[src/rtl/mem_ctrl_pkg.sv]
// Shared types for the memory request controller: FSM state encoding and
// the request record that travels through the request FIFO.
package mem_ctrl_pkg;

  localparam int MC_ADDR_W = 8;
  localparam int MC_DATA_W = 32;

  typedef enum logic [1:0] {
    IDLE    = 2'd0,
    ISSUE   = 2'd1,
    WAIT_RD = 2'd2,
    RESP    = 2'd3
  } state_e;

  typedef struct packed {
    logic                 we;
    logic [MC_ADDR_W-1:0] addr;
    logic [MC_DATA_W-1:0] wdata;
  } req_t;

  localparam int MC_REQ_W = $bits(req_t);

endpackage

[src/rtl/mem_req_fifo.sv]
// Small synchronous request FIFO; the occupancy count separates full from
// empty so the pointers can wrap freely modulo FIFO_DEPTH.
module mem_req_fifo #(
  parameter int W          = 41,
  parameter int FIFO_DEPTH = 2
) (
  input  logic         Clk,
  input  logic         Reset,
  input  logic         push,
  input  logic         pop,
  input  logic [W-1:0] din,
  output logic         full,
  output logic         empty,
  output logic [W-1:0] head
);

  localparam int PW = $clog2(FIFO_DEPTH);
  localparam int CW = PW + 1;

  logic [W-1:0]  store [FIFO_DEPTH];
  logic [PW-1:0] wr_ptr;
  logic [PW-1:0] rd_ptr;
  logic [CW-1:0] count;
  logic          do_push;
  logic          do_pop;

  assign do_push = push && !full;
  assign do_pop  = pop && !empty;
  assign full    = (count == CW'(FIFO_DEPTH));
  assign empty   = (count == '0);
  assign head    = store[rd_ptr];

  always_ff @(posedge Clk or posedge Reset) begin
    if (Reset) begin
      wr_ptr <= '0;
      rd_ptr <= '0;
      count  <= '0;
    end else begin
      if (do_push) wr_ptr <= wr_ptr + 1'b1;
      if (do_pop)  rd_ptr <= rd_ptr + 1'b1;
      case ({do_push, do_pop})
        2'b10:   count <= count + 1'b1;
        2'b01:   count <= count - 1'b1;
        default: count <= count;
      endcase
    end
  end

  // Storage needs no reset: an entry is only read after it has been pushed.
  always_ff @(posedge Clk) begin
    if (do_push) store[wr_ptr] <= din;
  end

endmodule

[src/rtl/mem_access_ctrl.sv]
// Request-side controller in front of the word memory: buffers requests,
// issues them one at a time, and flags out-of-range or unwritten reads.
module mem_access_ctrl
  import mem_ctrl_pkg::*;
#(
  parameter int ADDR_W     = 8,
  parameter int DATA_W     = 32,
  parameter int DEPTH      = 8,
  parameter int FIFO_DEPTH = 2
) (
  input  logic              Clk,
  input  logic              Reset,
  // Both handshakes: a transfer happens on the rising Clk edge where valid
  // and ready are both high; valid never waits on ready, payload is held
  // stable while valid is high and ready is low.
  input  logic              req_valid,
  output logic              req_ready,
  input  logic              req_we,
  input  logic [ADDR_W-1:0] req_addr,
  input  logic [DATA_W-1:0] req_wdata,
  output logic              rsp_valid,
  input  logic              rsp_ready,
  output logic              rsp_we,
  output logic [DATA_W-1:0] rsp_rdata,
  output logic              rsp_err,
  output logic [DATA_W-1:0] mem_din,
  output logic [ADDR_W-1:0] mem_addr,
  output logic              mem_rw,
  output logic              mem_valid,
  input  logic [DATA_W-1:0] mem_dout,
  output logic [1:0]        dbg_state
);

  localparam int REQ_W = 1 + ADDR_W + DATA_W;

  localparam logic [1:0] S_IDLE    = IDLE;
  localparam logic [1:0] S_ISSUE   = ISSUE;
  localparam logic [1:0] S_WAIT_RD = WAIT_RD;
  localparam logic [1:0] S_RESP    = RESP;

  logic [1:0]        state;
  logic [DEPTH-1:0]  written;
  logic              fifo_full;
  logic              fifo_empty;
  logic              fifo_pop;
  logic [REQ_W-1:0]  fifo_head;
  logic              head_we;
  logic [ADDR_W-1:0] head_addr;
  logic [DATA_W-1:0] head_wdata;
  logic              head_in_range;
  logic              head_written;
  logic              head_err;
  logic              cur_we;
  logic [ADDR_W-1:0] cur_addr;
  logic [DATA_W-1:0] cur_wdata;
  logic              issue;

  mem_req_fifo #(
    .W          (REQ_W),
    .FIFO_DEPTH (FIFO_DEPTH)
  ) u_fifo (
    .Clk   (Clk),
    .Reset (Reset),
    .push  (req_valid && req_ready),
    .pop   (fifo_pop),
    .din   ({req_we, req_addr, req_wdata}),
    .full  (fifo_full),
    .empty (fifo_empty),
    .head  (fifo_head)
  );

  assign req_ready = !fifo_full;
  assign fifo_pop  = (state == S_IDLE) && !fifo_empty;
  assign {head_we, head_addr, head_wdata} = fifo_head;

  assign head_in_range = {1'b0, head_addr} < (ADDR_W + 1)'(DEPTH);

  always_comb begin
    head_written = 1'b0;
    for (int i = 0; i < DEPTH; i++) begin
      if (head_addr == ADDR_W'(i)) head_written = written[i];
    end
  end

  // Errors are decided at pop time so bad requests never touch the memory.
  assign head_err = !head_in_range || (!head_we && !head_written);

  assign issue     = (state == S_ISSUE);
  assign mem_valid = issue;
  assign mem_rw    = issue && cur_we;
  assign mem_addr  = issue ? cur_addr : '0;
  assign mem_din   = (issue && cur_we) ? cur_wdata : '0;
  assign rsp_valid = (state == S_RESP);
  assign dbg_state = state;

  always_ff @(posedge Clk or posedge Reset) begin
    if (Reset) begin
      state     <= S_IDLE;
      written   <= '0;
      rsp_we    <= 1'b0;
      rsp_err   <= 1'b0;
      rsp_rdata <= '0;
      cur_we    <= 1'b0;
      cur_addr  <= '0;
      cur_wdata <= '0;
    end else begin
      case (state)
        S_IDLE: begin
          if (!fifo_empty) begin
            cur_we    <= head_we;
            cur_addr  <= head_addr;
            cur_wdata <= head_wdata;
            rsp_we    <= head_we;
            if (head_err) begin
              rsp_err   <= 1'b1;
              rsp_rdata <= '0;
              state     <= S_RESP;
            end else begin
              state <= S_ISSUE;
            end
          end
        end
        S_ISSUE: begin
          if (cur_we) begin
            for (int i = 0; i < DEPTH; i++) begin
              if (cur_addr == ADDR_W'(i)) written[i] <= 1'b1;
            end
            rsp_err   <= 1'b0;
            rsp_rdata <= '0;
            state     <= S_RESP;
          end else begin
            state <= S_WAIT_RD;
          end
        end
        S_WAIT_RD: begin
          rsp_rdata <= mem_dout;
          rsp_err   <= 1'b0;
          state     <= S_RESP;
        end
        S_RESP: begin
          if (rsp_ready) state <= S_IDLE;
        end
        default: state <= S_IDLE;
      endcase
    end
  end

endmodule

[config.mk]
export PLATFORM = sky130hd
export DESIGN_NAME = mem_access_ctrl
export DESIGN_NICKNAME = d
export VERILOG_FILES = /design/src/rtl/mem_ctrl_pkg.sv /design/src/rtl/mem_req_fifo.sv /design/src/rtl/mem_access_ctrl.sv
export SDC_FILE = /design/constraint.sdc
export NUM_CORES = 1
export LEC_CHECK = 0
export CAP_MARGIN = 0
export CORE_ASPECT_RATIO = 0.8
export CORE_UTILIZATION = 46
export DETAILED_ROUTE_END_ITERATION = 6
export PLACE_DENSITY = 0.77
export RECOVER_POWER = 25
export REMOVE_ABC_BUFFERS = 1
export SLEW_MARGIN = 20
export SYNTH_ARGS = -nofsm -noshare
export SYNTH_HDL_FRONTEND = slang
export SYNTH_SLANG_ARGS = --single-unit
[constraint.sdc]
create_clock -name Clk -period 3 [get_ports Clk]
set_input_delay 0.6 -clock Clk [delete_from_list [all_inputs] [get_ports Clk]]
set_output_delay 0.6 -clock Clk [all_outputs]
set_load 0.05 [all_outputs]
==> metrics.json, run 1 <==
{
  "run_status": "finished with violations",
  "violations_in_the_final_reports": "max-capacitance violations, max-slew violations",
  "per_cell_via_count_in_the_routed_design": 5.27,
  "max_freq_ghz": 0.370,
  "holdCritPathClass": "reg2reg",
  "via_count_of_the_first_global_routing_pass": 4920,
  "clock-skew-final_ns": 0.0128,
  "post_synth.cell_area_avg_um2": 13.7,
  "area.growth.synth_to_final_pct": 39.1,
  "ioPinCount": 157,
  "final_common_cell": "sky130_fd_sc_hd__dfrtp_1",
  "ant_nets": 0,
  "via_count": 4753,
  "r2r_setup_slack_ns": 0.36,
  "initialDrtViolationCount": 386,
  "min_period_ns": 2.71,
  "power.density_cell_area_nw_per_um2": 1110,
  "synth_area_leaders": "sky130_fd_sc_hd__edfxtp_1 35%, sky130_fd_sc_hd__dfrtp_1 31%, sky130_fd_sc_hd__o2bb2ai_2 6.3%, sky130_fd_sc_hd__mux2i_1 5.6%, sky130_fd_sc_hd__and3_1 3.0%",
  "drt-total-wl_um": 15900,
  "irDropWorstVdd_uv": 522,
  "core_um2": 15100,
  "netlist-cell-type-count": 43,
  "gr-usage-all-layers_pct": 21.2,
  "syn_inst": 518,
  "chipHeight_um": 113,
  "yosysTopAreaCellShare_pct": 34.7,
  "whs_ns": 0.480,
  "clock_tree.root_cell": "sky130_fd_sc_hd__clkbuf_16",
  "power.static_leakage_uw": 0.00408,
  "antenna_found_initial": 7,
  "worst_skew_pair.late_latency_ns": 0.42,
  "proportion_of_layout_cells_with_a_drive_suffix_above_1_pct": 18.1,
  "path_class": "reg2out",
  "chipWidth_um": 141,
  "worstPathRequired_ns": 2.40,
  "grt_pass1_wl_um": 25500,
  "crit_path_end_kind": "output pin",
  "filler_cell_count": 1049,
  "crit_path_max_incr_delay_ns": 0.43,
  "grt_max_degree": 47,
  "cts-htree-levels": 4,
  "gp_routability_congestion": 0.861,
  "crit_path_max_fanout": 23,
  "multi_input_area_um2": 2230,
  "report.final.setup_viol": 0,
  "crit_path_top_delay_cell": "sky130_fd_sc_hd__dfrtp_1",
  "regArea_um2": 4670,
  "finalMaxSlewViolations": 46,
  "maxSlewHeadroom_pct": -19.2,
  "post_drt_wl_per_cell_um": 17.7,
  "overflow_left_after_global_routing": 0,
  "post-route-period-util_pct": 90.2,
  "layout_setup_ws_ns": 0.294,
  "critical_path.n_buffers_inverters": 3,
  "tritoncts": "built",
  "preCtsSetupSlack_ns": 0.366,
  "die_area_um2": 15900,
  "postCtsHoldBufs": 0,
  "synth.yosys.seq_area_share_pct": 65.7,
  "std_cell_rows": 40,
  "measured_slew_at_the_worst_slew_check_pin_ns": 1.79,
  "path_delay_family": "buffers and inverters",
  "place.detailed.hpwl_um": 10700,
  "commonest_cells_after_routing_fill_and_taps_aside": "87 x sky130_fd_sc_hd__dfrtp_1, 82 x sky130_fd_sc_hd__edfxtp_1, 72 x sky130_fd_sc_hd__clkdlybuf4s50_1",
  "numPortBuffers": 156,
  "timing.final.hold_violations": 0,
  "initial_core_util_pct": 47.1,
  "max-clock-path-buffers": 2,
  "critPathLaunchType": "register",
  "cts.clk_slew.worst_paths_ns": 0.06,
  "drt_pre_antenna_iters": 5,
  "drv_cap": 1,
  "synth_warnings": 0,
  "cp.arrival_ns": 2.11,
  "yosys_register_bits": 170,
  "cp_cell_sequence": "inv_1, ha_2, buf_4, and3_1, buf_12",
  "sink_count_of_the_clock_tree": 170,
  "syn_area_um2": 7100,
  "drc": 0,
  "grt_setup_unrepaired": "false",
  "layout.nets": 755,
  "post-synth-top-area-cell": "sky130_fd_sc_hd__edfxtp_1",
  "cts-buffers-inserted": 17,
  "fin_util_pct": 65.5
}
[layer usage]
metal	share of wire, %	up-vias	routed length [um]	GRT usage, %
met3	8.6	22	1360	7.87
met5	0	-	0	0
met4	1.3	0	203	5.14
met1	42	2316	6670	26.2
li1	-	2225	-	-
met2	48	190	7690	35.6
[state kept, by name (all words and copies together) (netlist names)]
signal         cells
cur_addr           8
cur_wdata         32
cur_we             1
dbg_state          2
rsp_err            1
rsp_rdata         32
u_fifo.count       2
u_fifo.rd_ptr      1
u_fifo.store      82
u_fifo.wr_ptr      1
written            8
[power breakdown]
part	total (uW)	switching (uW)	internal, uW	leakage (uW)
sequential	3920	582	3340	0.00189
clock	2020	877	1150	0.000261
combinational	4970	3070	1890	0.00193
[area by class of cell]
cell class,instances,share of cell area (%)
antenna,7,0.177
clock buffer,22,4.50
clock inverter,10,0.925
inverter,11,0.418
multi-input combinational,301,22.6
sequential,170,47.3
tap,210,2.66
timing repair buffer,171,21.5
[through the flow]
step / instance area, um^2 / cells / total power (uW) / setup TNS (ns)
floorplan: 6900 / 482 / 7110 / -97.41
global placement: 9320 / 863 / 8790 / 0
detailed placement: 9320 / 863 / 8970 / 0
CTS: 9860 / 895 / 11000 / 0
global route: 9870 / 901 / 11500 / 0
finish: 9870 / 902 / 10900 / 0
[Yosys cell counts, drive strengths merged]
library cell / number
dfrtp: 88
edfxtp: 82
nand2: 49
o21ai: 42
mux2i: 41
and3: 34
nand3: 32
o2bb2ai: 32
clkbuf: 22
buf: 14
inv: 11
and2: 9
nor2: 8
ha: 6
nor2b: 6
a31o: 5
a21oi: 4
a41o: 4
xnor2: 4
nand2b: 3
nor3: 3
a221oi: 2
nor4: 2
o31ai: 2
a21o: 1
a22o: 1
a311oi: 1
a32oi: 1
nand3b: 1
nor3b: 1
o221ai: 1
o32a: 1
o32ai: 1
or3: 1
or3b: 1
or4: 1
xor2: 1
[worst paths after layout]
path,start,end,depth (start not counted)
worst max-delay path,dbg_state[1],mem_din[9],5
worst min-delay path,cur_wdata[29],cur_wdata[29],2
worst max register to register,u_fifo.rd_ptr,rsp_err,6
worst min register to register,cur_wdata[29],cur_wdata[29],2
max in group asynchronous,Reset,cur_addr[4],3
min in group asynchronous,Reset,rsp_rdata[17],2
[timing repair]
action	4_1_cts	5_1_grt
setup endpoints to repair	0	5
setup buffers	0	0
hold endpoints to repair	0	0
resized for setup	0	1
[worst reg2reg max path, cell delays in order (launching register included)]
cell                      delay, ns
sky130_fd_sc_hd__dfrtp_2       0.61
sky130_fd_sc_hd__buf_4         0.34
sky130_fd_sc_hd__or3b_1        0.16
sky130_fd_sc_hd__a32oi_1       0.06
sky130_fd_sc_hd__a21oi_1       0.23
sky130_fd_sc_hd__a31o_2        0.88
sky130_fd_sc_hd__mux2i_1       0.28
[logic make-up after synthesis]
group                    after synthesis  synth area share [%]
AO/OA/AOI/OAI                         98                  12.4
XOR/XNOR                               5                 0.617
adder cells (fa/ha/maj)                6                  1.06
buffers and inverters                 47                  3.40
flip-flops                           170                  65.7
multiplexers                          41                  5.96
AND/OR/NAND/NOR                      151                  10.8
Note: power is estimated with default switching activity, not from simulation.
==> inputs of run 2 (changes only) <==
- CELL_PAD_IN_SITES_DETAIL_PLACEMENT: default -> 1
- CELL_PAD_IN_SITES_GLOBAL_PLACEMENT: default -> 1
- CORE_UTILIZATION: 46 -> 37
- PLACE_DENSITY: 0.77 -> default
- PLACE_DENSITY_LB_ADDON: default -> 0.1
==> metrics.json, run 2 (synthesis results as in run 1) <==
{
  "run_status": "finished with violations",
  "violations_in_the_final_reports": "max-capacitance violations, max-slew violations",
  "place.detailed.hpwl": {"value": 12300, "unit": "um", "change": "+15%"},
  "worstHoldEndpoint": "cur_wdata[6]",
  "gr-usage-all-layers": {"value": 19.4, "unit": "%", "change": "-1.8 points"},
  "r2r_setup_slack": {"value": 0.26, "unit": "ns", "change": "-0.10 ns"},
  "finalMaxSlewViolations": {"value": 46, "change": "unchanged"},
  "reg2reg_to": "rsp_err",
  "whs": {"value": 0.484, "unit": "ns", "change": "+0.00375 ns"},
  "min_period": {"value": 2.75, "unit": "ns", "change": "+0.0461 ns"},
  "cts-buffers-inserted": {"value": 17, "change": "unchanged"},
  "grt_setup_unrepaired": "false",
  "layout_top_registers": "u_fifo.store: 82 flops, cur_wdata: 32 flops, rsp_rdata: 32 flops",
  "tritoncts": "built",
  "commonest_cells_after_routing_fill_and_taps_aside": "87 x sky130_fd_sc_hd__dfrtp_1, 82 x sky130_fd_sc_hd__edfxtp_1, 72 x sky130_fd_sc_hd__clkdlybuf4s50_1",
  "post_drt_wl_per_cell": {"value": 19.4, "unit": "um", "change": "+9.9%"},
  "postCtsHoldBufs": {"value": 0, "change": "unchanged"},
  "gp_routability_congestion": {"value": 0.822, "change": "-4.5%"},
  "irDropWorstVdd": {"value": 684, "unit": "uV", "change": "+31%"},
  "clock_tree.root_cell": "sky130_fd_sc_hd__clkbuf_16",
  "post-cts-setup-buffers": {"value": 0, "change": "unchanged"},
  "cts.clk_slew.worst_paths": {"value": 0.07, "unit": "ns", "change": "about the same"},
  "post_cts.resized_instances": {"value": 0, "change": "unchanged"},
  "antenna_found_initial": {"value": 2, "change": "-5"},
  "per_cell_via_count_in_the_routed_design": {"value": 5.10, "change": "-3.3%"},
  "measured_slew_at_the_worst_slew_check_pin": {"value": 1.87, "unit": "ns", "change": "+0.0841 ns"},
  "largest_register": "u_fifo.store",
  "hold_start": "cur_wdata[6]",
  "worstPathRequired": {"value": 2.40, "unit": "ns", "change": "about the same"},
  "critPathLaunchType": "register",
  "largest_reg_flops": {"value": 82, "change": "unchanged"},
  "crit_path_end_kind": "output pin",
  "via_count_of_the_first_global_routing_pass": {"value": 5193, "change": "+5.5%"},
  "rr_worst_depth": {"value": 6, "change": "unchanged"},
  "power_switching": {"value": 4710, "unit": "uW", "change": "+4.0%"},
  "area.growth.synth_to_final_pct": 40.3,
  "drc": {"value": 0, "change": "unchanged"},
  "grt_pass1_wl": {"value": 29000, "unit": "um", "change": "+14%"},
  "internal_power": {"value": 6410, "unit": "uW", "change": "+0.49%"},
  "numPortBuffers": {"value": 156, "change": "unchanged"},
  "min_path_cells": {"value": 2, "change": "unchanged"},
  "chipHeight": {"value": 126, "unit": "um", "change": "+11%"},
  "power.density_cell_area": {"value": 1120, "unit": "nW/um^2", "change": "+1.1%"},
  "post-route-period-util": {"value": 91.7, "unit": "%", "change": "+1.5 points"},
  "power.total": {"value": 11100, "unit": "uW", "change": "+1.9%"},
  "detailed_place.area": {"value": 9390, "unit": "um^2", "change": "+0.79%"},
  "overflow_left_after_global_routing": {"value": 0, "change": "unchanged"},
  "power.combinational.fraction": {"value": 45.7, "unit": "%", "change": "+0.2 points"},
  "drt-total-wl": {"value": 18200, "unit": "um", "change": "+14%"},
  "seq_power_share": {"value": 35.5, "unit": "%", "change": "-0.5 points"},
  "crit_path_max_fanout": {"value": 27, "change": "+17%"},
  "power.static_leakage": {"value": 0.00409, "unit": "uW", "change": "+0.17%"},
  "worst_skew_pair.late_latency": {"value": 0.42, "unit": "ns", "change": "about the same"},
  "ioPinCount": {"value": 157, "change": "unchanged"},
  "core": {"value": 18400, "unit": "um^2", "change": "+22%"},
  "holdCritPathClass": "reg2reg",
  "layout.nets": {"value": 754, "change": "-0.13%"},
  "power.share.switching": {"value": 42.4, "unit": "%", "change": "+0.82 points"},
  "die_area": {"value": 19700, "unit": "um^2", "change": "+24%"},
  "initialDrtViolationCount": {"value": 159, "change": "-59%"},
  "timing.final.hold_violations": {"value": 0, "change": "unchanged"},
  "drv_cap": {"value": 1, "change": "unchanged"},
  "sink_count_of_the_clock_tree": {"value": 170, "change": "unchanged"},
  "final_design_area_no_fill": {"value": 9950, "unit": "um^2", "change": "+0.82%"},
  "max_freq": {"value": 0.363, "unit": "GHz", "change": "-1.7%"},
  "std_cell_rows": {"value": 44, "change": "+10%"},
  "report.final.setup_viol": {"value": 0, "change": "unchanged"},
  "max-clock-path-buffers": {"value": 2, "change": "unchanged"},
  "via_count": {"value": 4781, "change": "+0.59%"},
  "clock-skew-final": {"value": 0.0105, "unit": "ns", "change": "-0.00222 ns"},
  "drt_pre_antenna_iters": {"value": 4, "change": "-1"},
  "initial_core_util": {"value": 38.5, "unit": "%", "change": "-8.6 points"},
  "path_class": "reg2out",
  "worst_r2r_startpoint": "u_fifo.rd_ptr",
  "pwr-share-clk": {"value": 18.8, "unit": "%", "change": "+0.3 points"},
  "chipWidth": {"value": 157, "unit": "um", "change": "+11%"},
  "final_common_cell": "sky130_fd_sc_hd__dfrtp_1",
  "grt_max_degree": {"value": 47, "change": "unchanged"},
  "cts-htree-levels": {"value": 4, "change": "unchanged"},
  "finish.cell_count_without_fillers": {"value": 938, "change": "+4.0%"},
  "maxSlewHeadroom": {"value": -24.8, "unit": "%", "change": "-5.6 points"},
  "proportion_of_layout_cells_with_a_drive_suffix_above_1": {"value": 18.6, "unit": "%", "change": "+0.49 points"},
  "numPlacedInstances": {"value": 905, "change": "+4.9%"},
  "ant_nets": {"value": 0, "change": "unchanged"},
  "cp.arrival": {"value": 2.15, "unit": "ns", "change": "+0.04 ns"}
}
[run 2: changes by cell type in the layout (fill, tap and decap cells not counted)]
cell / previous run / this run
sky130_fd_sc_hd__clkinv_1: 1 / 0
sky130_fd_sc_hd__clkinvlp_4: 1 / 3
sky130_fd_sc_hd__buf_12: 44 / 46
sky130_fd_sc_hd__diode_2: 7 / 2
sky130_fd_sc_hd__clkinv_4: 0 / 2
sky130_fd_sc_hd__clkbuf_8: 0 / 1
sky130_fd_sc_hd__buf_4: 13 / 10
sky130_fd_sc_hd__clkbuf_1: 5 / 1
sky130_fd_sc_hd__clkinv_2: 3 / 2
[run 2: worst max path at each step]
stage / startpoint / endpoint / slack [ns] / depth (start not counted)
after floorplan: dbg_state[1] / rsp_rdata[10] / -1.79 / 6
after global placement: u_fifo.rd_ptr / rsp_err / 0.43 / 6
after detailed placement: u_fifo.rd_ptr / rsp_err / 0.31 / 6
after CTS: dbg_state[1] / mem_rw / 0.18 / 6
after global routing: u_fifo.rd_ptr / rsp_err / 0.09 / 6
final: dbg_state[1] / mem_rw / 0.25 / 6
[run 2: routing by layer]
layer	part of all wire [%]	routed length, um	GRT usage [%]	vias up
li1	-	-	-	2209
met1	45	8280	25.5	2435
met2	48	8770	32.1	122
met3	5.4	975	4.68	15
met4	0.99	181	5.02	0
met5	0	0	0	-
[run 2: final cells by class]
cell class	instances	area [um^2]
fillers	1827	8490
flip-flops and latches	170	4670
multi-input cells	301	2230
repair buffers	170	2140
clock buffers	19	443
well taps	253	317
clock inverters	12	115
inverters	11	41.3
diodes	2	5.00
[run 2: power groups by stage]
stage / registers [uW] / logic, uW / clock network [uW]
finish: 3950 / 5090 / 2090
global route: 4060 / 5450 / 2240
floorplan: 4790 / 2310 / 0
CTS: 3960 / 5180 / 2150
detailed placement: 3980 / 5150 / 0
global placement: 3940 / 5010 / 0
[run 2: through the flow]
step	setup slack, ns	utilization (%)	TNS (ns)
2_1_floorplan	-1.79	-	-97.41
3_3_place_gp	0.426	50.9	0
3_5_place_dp	0.306	50.9	0
4_1_cts	0.181	54.0	0
5_1_grt	0.0874	54.0	0
6_report	0.248	54.0	0
[run 2: critical path: stages (launching register included)]
cell                      delay (ns)
sky130_fd_sc_hd__dfrtp_1        0.45
sky130_fd_sc_hd__inv_1          0.13
sky130_fd_sc_hd__ha_2           0.47
sky130_fd_sc_hd__buf_12         0.24
sky130_fd_sc_hd__nand2_1        0.12
sky130_fd_sc_hd__inv_1          0.15
sky130_fd_sc_hd__buf_12         0.15
